File: src/rtl/io_bridge_pkg.sv
// rtl/io_bridge_pkg.sv - default widths and FIFO operation encoding for io_bridge
package io_bridge_pkg;

  localparam int DefaultDataWidth = 8;
  localparam int DefaultDepthLog2 = 4;

  // Encoding is {push, pop}, so a raw two-bit concatenation casts straight to it.
  typedef enum logic [1:0] {
    OP_IDLE = 2'b00,
    OP_POP  = 2'b01,
    OP_PUSH = 2'b10,
    OP_BOTH = 2'b11
  } fifo_op_e;

endpackage

File: src/rtl/io_bridge_sync_fifo.sv
// rtl/io_bridge_sync_fifo.sv - single-clock FIFO with occupancy count and registered head
module sync_fifo
  import io_bridge_pkg::*;
#(
  parameter int WIDTH      = DefaultDataWidth,
  parameter int DEPTH_LOG2 = DefaultDepthLog2
) (
  input  logic                  clk,
  input  logic                  rst_n,
  input  logic                  push,
  input  logic [WIDTH-1:0]      push_data,
  input  logic                  pop,
  output logic                  full,
  output logic                  empty,
  output logic [DEPTH_LOG2:0]   count,
  output logic [WIDTH-1:0]      head
);

  logic [WIDTH-1:0]      mem_q [2**DEPTH_LOG2];
  logic [DEPTH_LOG2-1:0] wr_ptr_q, wr_ptr_d;
  logic [DEPTH_LOG2-1:0] rd_ptr_q, rd_ptr_d;
  logic [DEPTH_LOG2:0]   count_q, count_d;
  logic                  push_ok, pop_ok;
  fifo_op_e              op;

  // Count never exceeds the depth, so its top bit alone marks full.
  assign full    = count_q[DEPTH_LOG2];
  assign empty   = (count_q == '0);
  assign count   = count_q;
  assign pop_ok  = pop && !empty;
  assign push_ok = push && (!full || pop_ok);
  assign op      = fifo_op_e'({push_ok, pop_ok});
  assign head    = empty ? '0 : mem_q[rd_ptr_q];

  always_comb begin
    wr_ptr_d = wr_ptr_q;
    rd_ptr_d = rd_ptr_q;
    count_d  = count_q;
    if (push_ok) wr_ptr_d = wr_ptr_q + 1'b1;
    if (pop_ok)  rd_ptr_d = rd_ptr_q + 1'b1;
    case (op)
      OP_PUSH: count_d = count_q + 1'b1;
      OP_POP:  count_d = count_q - 1'b1;
      default: count_d = count_q;
    endcase
  end

  always_ff @(posedge clk) begin
    if (!rst_n) begin
      wr_ptr_q <= '0;
      rd_ptr_q <= '0;
      count_q  <= '0;
    end else begin
      wr_ptr_q <= wr_ptr_d;
      rd_ptr_q <= rd_ptr_d;
      count_q  <= count_d;
    end
  end

  // Storage is left unreset; head is masked while empty.
  always_ff @(posedge clk) begin
    if (rst_n && push_ok) mem_q[wr_ptr_q] <= push_data;
  end

endmodule

File: src/rtl/io_bridge.sv
// rtl/io_bridge.sv - host<->CPU byte bridge: input FIFO toward CPU, output FIFO toward host
module io_bridge
  import io_bridge_pkg::*;
#(
  parameter int DATA_WIDTH = DefaultDataWidth,
  parameter int DEPTH_LOG2 = DefaultDepthLog2
) (
  input  logic                  clk,
  input  logic                  rst_n,
  output logic [DATA_WIDTH-1:0] cpu_data_in,
  output logic                  cpu_data_available,
  input  logic                  cpu_data_read,
  input  logic [DATA_WIDTH-1:0] cpu_data_out,
  input  logic                  cpu_data_out_en,
  input  logic [DATA_WIDTH-1:0] host_in_data,
  input  logic                  host_in_valid,
  output logic                  host_in_ready,
  output logic [DATA_WIDTH-1:0] host_out_data,
  output logic                  host_out_valid,
  input  logic                  host_out_ready,
  output logic                  out_overflow,
  input  logic                  overflow_clr,
  output logic [DEPTH_LOG2:0]   in_count,
  output logic [DEPTH_LOG2:0]   out_count
);

  logic in_full, in_empty, out_full, out_empty;
  logic in_push, in_pop, out_push, out_pop, drop;
  logic out_overflow_q, out_overflow_d;

  // host_in_ready depends only on registered occupancy, never on cpu_data_read.
  assign host_in_ready      = !in_full;
  assign cpu_data_available = !in_empty;
  assign host_out_valid     = !out_empty;
  assign in_push            = host_in_valid && !in_full;
  assign in_pop             = cpu_data_read && !in_empty;
  assign out_pop            = host_out_ready && !out_empty;
  assign out_push           = cpu_data_out_en && (!out_full || out_pop);
  assign drop               = cpu_data_out_en && out_full && !out_pop;
  assign out_overflow       = out_overflow_q;

  sync_fifo #(
    .WIDTH      (DATA_WIDTH),
    .DEPTH_LOG2 (DEPTH_LOG2)
  ) u_in_fifo (
    .clk       (clk),
    .rst_n     (rst_n),
    .push      (in_push),
    .push_data (host_in_data),
    .pop       (in_pop),
    .full      (in_full),
    .empty     (in_empty),
    .count     (in_count),
    .head      (cpu_data_in)
  );

  sync_fifo #(
    .WIDTH      (DATA_WIDTH),
    .DEPTH_LOG2 (DEPTH_LOG2)
  ) u_out_fifo (
    .clk       (clk),
    .rst_n     (rst_n),
    .push      (out_push),
    .push_data (cpu_data_out),
    .pop       (out_pop),
    .full      (out_full),
    .empty     (out_empty),
    .count     (out_count),
    .head      (host_out_data)
  );

  // A drop in the same cycle as a clear keeps the flag set.
  always_comb begin
    out_overflow_d = out_overflow_q;
    if (overflow_clr) out_overflow_d = 1'b0;
    if (drop)         out_overflow_d = 1'b1;
  end

  always_ff @(posedge clk) begin
    if (!rst_n) out_overflow_q <= 1'b0;
    else        out_overflow_q <= out_overflow_d;
  end

endmodule

File: config.mk
export PLATFORM = sky130hd
export DESIGN_NAME = io_bridge
export DESIGN_NICKNAME = d
export VERILOG_FILES = /design/src/rtl/io_bridge_pkg.sv /design/src/rtl/io_bridge_sync_fifo.sv /design/src/rtl/io_bridge.sv
export SDC_FILE = /design/constraint.sdc
export NUM_CORES = 1
export LEC_CHECK = 0
export ABC_AREA = 1
export CORE_MARGIN = 8
export CORE_UTILIZATION = 35
export DETAILED_ROUTE_END_ITERATION = 8
export RECOVER_POWER = 50
export SYNTH_ARGS = -nofsm -noshare
export SYNTH_HDL_FRONTEND = slang
export SYNTH_SLANG_ARGS = --single-unit
File: constraint.sdc
create_clock -name clk -period 5.28 [get_ports clk]
set_input_delay 0.528 -clock clk [delete_from_list [all_inputs] [get_ports clk]]
set_output_delay 0.528 -clock clk [all_outputs]
set_load 0.01 [all_outputs]
## Word level (Yosys, flattened, before mapping)

Memory sizes are Yosys's and may differ from the RTL's. A register that Yosys moved wholly into a read port is not among the register bits.
Index checks and enable logic that the tools add are counted.
Widths: inputs -> output; s select.

| word-level totals | value |
|---|---|
| logic and storage cells | 60 |
| RAM bits | 256 |
| bits in registers | 27 |
| memories kept | 2 |

| cells by class | value |
|---|---|
| muxes and demuxes | 14 |
| add/sub/neg operators | 8 |
| reductions and logical operators | 25 |
| equal/unequal tests | 4 |

Memories:

| name | depth | bits a word | read ports | clocked after memory_dff | write ports | line | RTL |
|---|---|---|---|---|---|---|---|
| u_in_fifo.mem_q | 16 | 8 | 1 | 1 | 1 | io_bridge_sync_fifo.sv:19 | `logic [WIDTH-1:0] mem_q [2**DEPTH_LOG2];` |
| u_out_fifo.mem_q | 16 | 8 | 1 | 1 | 1 | io_bridge_sync_fifo.sv:19 |  |

Operator list:

| operator | number |
|---|---|
| $pmux 5 s2 | 2 |
| $add 4x1->4 const B | 4 |
| $mux 4 | 4 |
| $mux 8 | 2 |
| $logic_and 1x1->1 | 12 |
| $add 5x1->5 const B | 2 |
| $logic_not 5->1 | 2 |
| $sub 5x1->5 const B | 2 |
| $mux 1 | 6 |
| $reduce_bool 2->1 | 3 |
| $logic_not 1->1 | 5 |
| $eq 2x1->1 const B | 2 |
| $eq 2x2->1 const B | 2 |
| $logic_or 1x1->1 | 3 |

## Longest topological paths before layout

| logic depth | value |
|---|---|
| word-level depth | 9 |
| gate-level depth with buffers | 16 |
| gate-level depth less buffers | 16 |

## Modules after synthesis

Synthesis repeated with hierarchy kept, for this count alone.

| second synthesis, totals | value |
|---|---|
| cell total of the unflattened synthesis | 984 |
| area, all modules | 12001.5 µm² |

Modules (own cells, without submodules):

| module | area an instance (µm²) | instances | cells each |
|---|---|---|---|
| sync_fifo (u_in_fifo) | 5957.0 | 1 | 481 |
| sync_fifo (u_out_fifo) | 5941.9 | 1 | 485 |
| io_bridge | 102.6 | 1 | 18 |

## Worst setup path after synthesis

No wires, ideal clock.

| timing path | value |
|---|---|
| kind | input-to-reg |
| from | input port host_in_valid |
| to | register u_in_fifo.count_q[4], in the netlist u_in_fifo.count[4] |
| buffers on the path | 0 |
| library setup time | 117 ps |
| slack | 3202 ps |
| cell stages on the path | 15 |
| data arrival time | 1961 ps |
| path through | inv_1 nor2_1 inv_1 ha_1 nand2_1 inv_1 nor2_1 ha_1 inv_1 nand2_1 nand3_1 nand3_1 nand2_1 nor2_1 nor2_1 |

| on the way | value |
|---|---|
| cells in the longest elaborated chain, start to end | 4 |
| elaborated cells on any way between the ends | 6 |

Ends and longest elaborated chain:

| what | line | RTL |
|---|---|---|
| start: declaration | io_bridge.sv:16 | `input logic host_in_valid,` |
| $logic_and 1x1->1 (*) | io_bridge.sv:35 | `assign in_push = host_in_valid && !in_full;` |
| $logic_and 1x1->1 (*) | io_bridge_sync_fifo.sv:31 | `assign push_ok = push && (!full \|\| pop_ok);` |
| $eq 2x1->1 or $eq 2x2->1 (tied branches) | io_bridge_sync_fifo.sv:41 | `case (op)` |
| $pmux 5 s2 or $reduce_bool 2->1 (tied branches) | n/a |  |
| end signal: assignment | io_bridge_sync_fifo.sv:56 | `count_q <= count_d;` |
| end: declaration | io_bridge_sync_fifo.sv:22 | `logic [DEPTH_LOG2:0] count_q, count_d;` |

Every way passes the cells marked *; elsewhere a longest branch is shown, timed or not.
A chain may end at the register's enable or synchronous reset.

==> reports/metrics.yaml <==
outcome:
  status: "finished clean"
layout:
  final_util_pct: 40.7
  area.growth.synth_to_final_pct: 15.0
  fin_area_sq_um: 14000
  final_common_cell: "nand2_1"
  fill_cells: 3258
  drive_gt1_share_pct: 4.91
  num_antenna_cells: 0
  layout_common_cells: "nand2_1 (372), edfxtp_1 (256), nand3_1 (210)"
  final_nets: 1199
pwr:
  p_int_uw: 4580
  total_leakage_power_uw: 0.00514
  ir_drop_v: 0.000226
  p_sw_uw: 2170
  power_frac_comb_pct: 27.4
  pwr-share-seq_pct: 39.7
  switching_share_pct: 32.2
  clkPwrFrac_pct: 32.9
  power_density_nw_per_um2: 480
clocking:
  clk_latency_ps: 520
  cts_num_sinks: 291
  cts_tree: "built"
  cts_resized: 0
  htreeDepth: 2
  root_buffer: "clkbuf_16"
  clock_path_buffers: 3
  cts_hold_buf: 0
  clkTransAtPathRegs_ps: 60
  cts_setup_buffers: 0
  cts_buffers: 34
grt:
  grt.busiest_layer: "met2"
  grt_util_met1_pct: 17.5
  grt_pass1_vias: 7955
  grt_max_degree: 65
  track_usage_pct: 13.3
  grt_pass1_wl_mm: 43.8
  grt_overflow_total: 0
  antenna_found_initial: 0
  met3_usage_pct: 2.53
  use_met2_pct: 21.5
sta:
  final.setup.tns_ps: 0
  fin_crit_ps: 3740
  finalHoldViolCount: 0
  slew_viol_final: 0
  fin_crit_sh_pct: 70.8
  max_slew_margin_pct: 3.48
  finClkSkew_ps: 28.9
  rsz0062_at_grt: "false"
  tightestPinTransition_ps: 1440
  setup_violations: 0
  max_freq_ghz: 0.267
synth:
  synth-simple-area-share_pct: 22.1
  ys_seq_area_share_pct: 68.7
  synth_nets: 1157
  synth_cell_type_count: 20
  synth.avg_cell_area_sq_um: 11.0
  yosysTopAreaCellShare_pct: 62.9
  syn_inst: 1115
  synth_area_leader_cell: "edfxtp_1"
  synth-xor-area-share_pct: 0.574
  yosysWarningCount: 0
  yosys-top-cells-area: "edfxtp_1 (63%), nand2_1 (11%), nand3_1 (8.6%)"
  synth_seq_cells: 291
  synth-adder-area-share_pct: 2.01
  synth_compound_area_share_pct: 2.28
  synth_top_family_by_area: "simple AND/OR/NAND/NOR gates"
  synth_area_sq_um: 12200
  synth.area.mux_share_pct: 0
die:
  die-area_sq_um: 41100
  coreArea_sq_um: 34500
  num_rows: 68
  fp.dieW_um: 203
  dieHeight_um: 203
  io_pins: 53
  start_util_pct: 35.4
setup_path:
  reg2reg_to: "u_out_fifo.mem_q[7][6]$_DFFE_PP_"
  cp.arrival_ps: 3210
  cp_slowest_cell: "inv_1"
  cp-end-kind: "output pin"
  cp_slowest_stage_delay_ps: 590
  critPathMaxFanout: 33
  path_cells: "buf_4 > inv_1 > nand3_1 > nand3_1 > nand2_1 > nand2_1 > a21oi_1 > clkdlybuf4s50_1"
  rr_worst_depth: 3
  start_kind: "flip-flop"
  required_ps: 4750
  worst_path_dominant_cell_family: "buffers and inverters"
  r2r-start: "u_out_fifo.count[4]$_SDFFE_PN0P_"
  r2r_slack_ps: 2680
  cp_num_buf_inv: 3
  worstSetupPathType: "flip-flop to output pin"
placed_design:
  dpl.hpwl_mm: 16.9
  finalWeightedCongestion: 0.819
  placedInstanceArea_sq_um: 13000
  io_buffers: 52
drt:
  drc: 0
  first_pass_iters: 5
  avgViaCountPerCell: 4.86
  routed_wl_mm: 27.5
  num_vias: 7957
  drt_iter0_markers: 556
  wl_per_cell_um: 16.8
  antenna_left: 0
min_path:
  hold_depth: 2
  hold_path_startpoint: "u_out_fifo.rd_ptr_q[2]$_SDFFE_PN0P_"
  hold_class: "flip-flop to flip-flop"
flow_run:
  max-cap-violations: 0
==> layout make-up <==
cell class	instances	area, sq um	area share [%]
flip-flops and latches	291	8390	59.8
multi-input cells	727	3290	23.4
well taps	455	569	4.05
inverters	44	165	1.18
clock inverters	14	96.3	0.686
clock buffers	47	972	6.92
repair buffers	59	562	4.00
==> stage by stage <==
step | setup WS (ps) | total power (uW) | hold slack [ps] | std cells
2_1_floorplan | 3200 | 3960 | 447 | 1115
3_3_place_gp | 2120 | 4570 | 463 | 1576
3_5_place_dp | 2090 | 4590 | 469 | 1576
4_1_cts | 1520 | 6820 | 482 | 1637
5_1_grt | 1370 | 7120 | 511 | 1637
6_report | 1540 | 6750 | 469 | 1637
==> cells by family (layout without fill, tap and decap cells) <==
group	after synthesis	after routing
and+or+nand+nor	646	646
DFF	291	291
buffers and inverters	97	164
AOI/OAI and AO/OA	54	54
adders and majority gates	19	19
xor gates and xnor gates	8	8
==> cells in the mapped netlist <==
| cell | number |
|---|---|
| nand3_1 | 210 |
| inv_2 | 4 |
| fa_1 | 1 |
| a21oi_1 | 37 |
| nor3_1 | 6 |
| xnor2_1 | 2 |
| edfxtp_1 | 256 |
| buf_2 | 23 |
| a21boi_2 | 1 |
| ha_1 | 18 |
| inv_1 | 40 |
| xor2_1 | 6 |
| o21bai_1 | 1 |
| buf_6 | 16 |
| clkbuf_1 | 8 |
| dfxtp_1 | 35 |
| buf_4 | 6 |
| nor2_1 | 58 |
| nand2_1 | 372 |
| o21ai_0 | 15 |
==> per-layer routing <==
layer	part of all wire [%]	up-vias
li1	-	3914
met1	45	3791
met2	47	202
met3	5.0	50
met4	2.4	0
met5	0	-
==> worst reg2reg max path, delay by kind of cell, from the launching register on <==
family,cells,cell delay [ps]
flops,1,370
compound gates,1,460
simple gates,2,1390
==> power groups by stage <==
stage | sequential, uW | clock, uW | combinational [uW]
2_1_floorplan | 2720 | 0 | 1240
3_3_place_gp | 2730 | 0 | 1840
3_5_place_dp | 2730 | 0 | 1870
4_1_cts | 2680 | 2270 | 1870
5_1_grt | 2690 | 2360 | 2070
6_report | 2680 | 2220 | 1850
==> worst max-delay path by stage <==
| stage | slack (ps) | startpoint | cells past startpoint | end |
|---|---|---|---|---|
| detailed placement | 2090 | flip-flop | 8 | host_out_data[1] |
| global route | 1370 | flip-flop | 8 | host_out_data[1] |
| global placement | 2120 | rst_n | 4 | u_out_fifo.mem_q[7][2]$_DFFE_PP_ |
| CTS | 1520 | flip-flop | 8 | host_out_data[0] |
| floorplan | 3200 | host_in_valid | 15 | u_in_fifo.count[4]$_SDFFE_PN0P_ |
| finish | 1540 | flip-flop | 8 | host_out_data[1] |
==> registers in the layout, summed over array words and instances, names as in the netlist, named ones only <==
register	count
out_overflow	1
u_in_fifo.count	5
u_in_fifo.mem_q	128
u_in_fifo.rd_ptr_q	4
u_in_fifo.wr_ptr_q	4
u_out_fifo.count	5
u_out_fifo.mem_q	128
u_out_fifo.rd_ptr_q	4
u_out_fifo.wr_ptr_q	4
No activity file was read; power rests on OpenSTA's default activity.
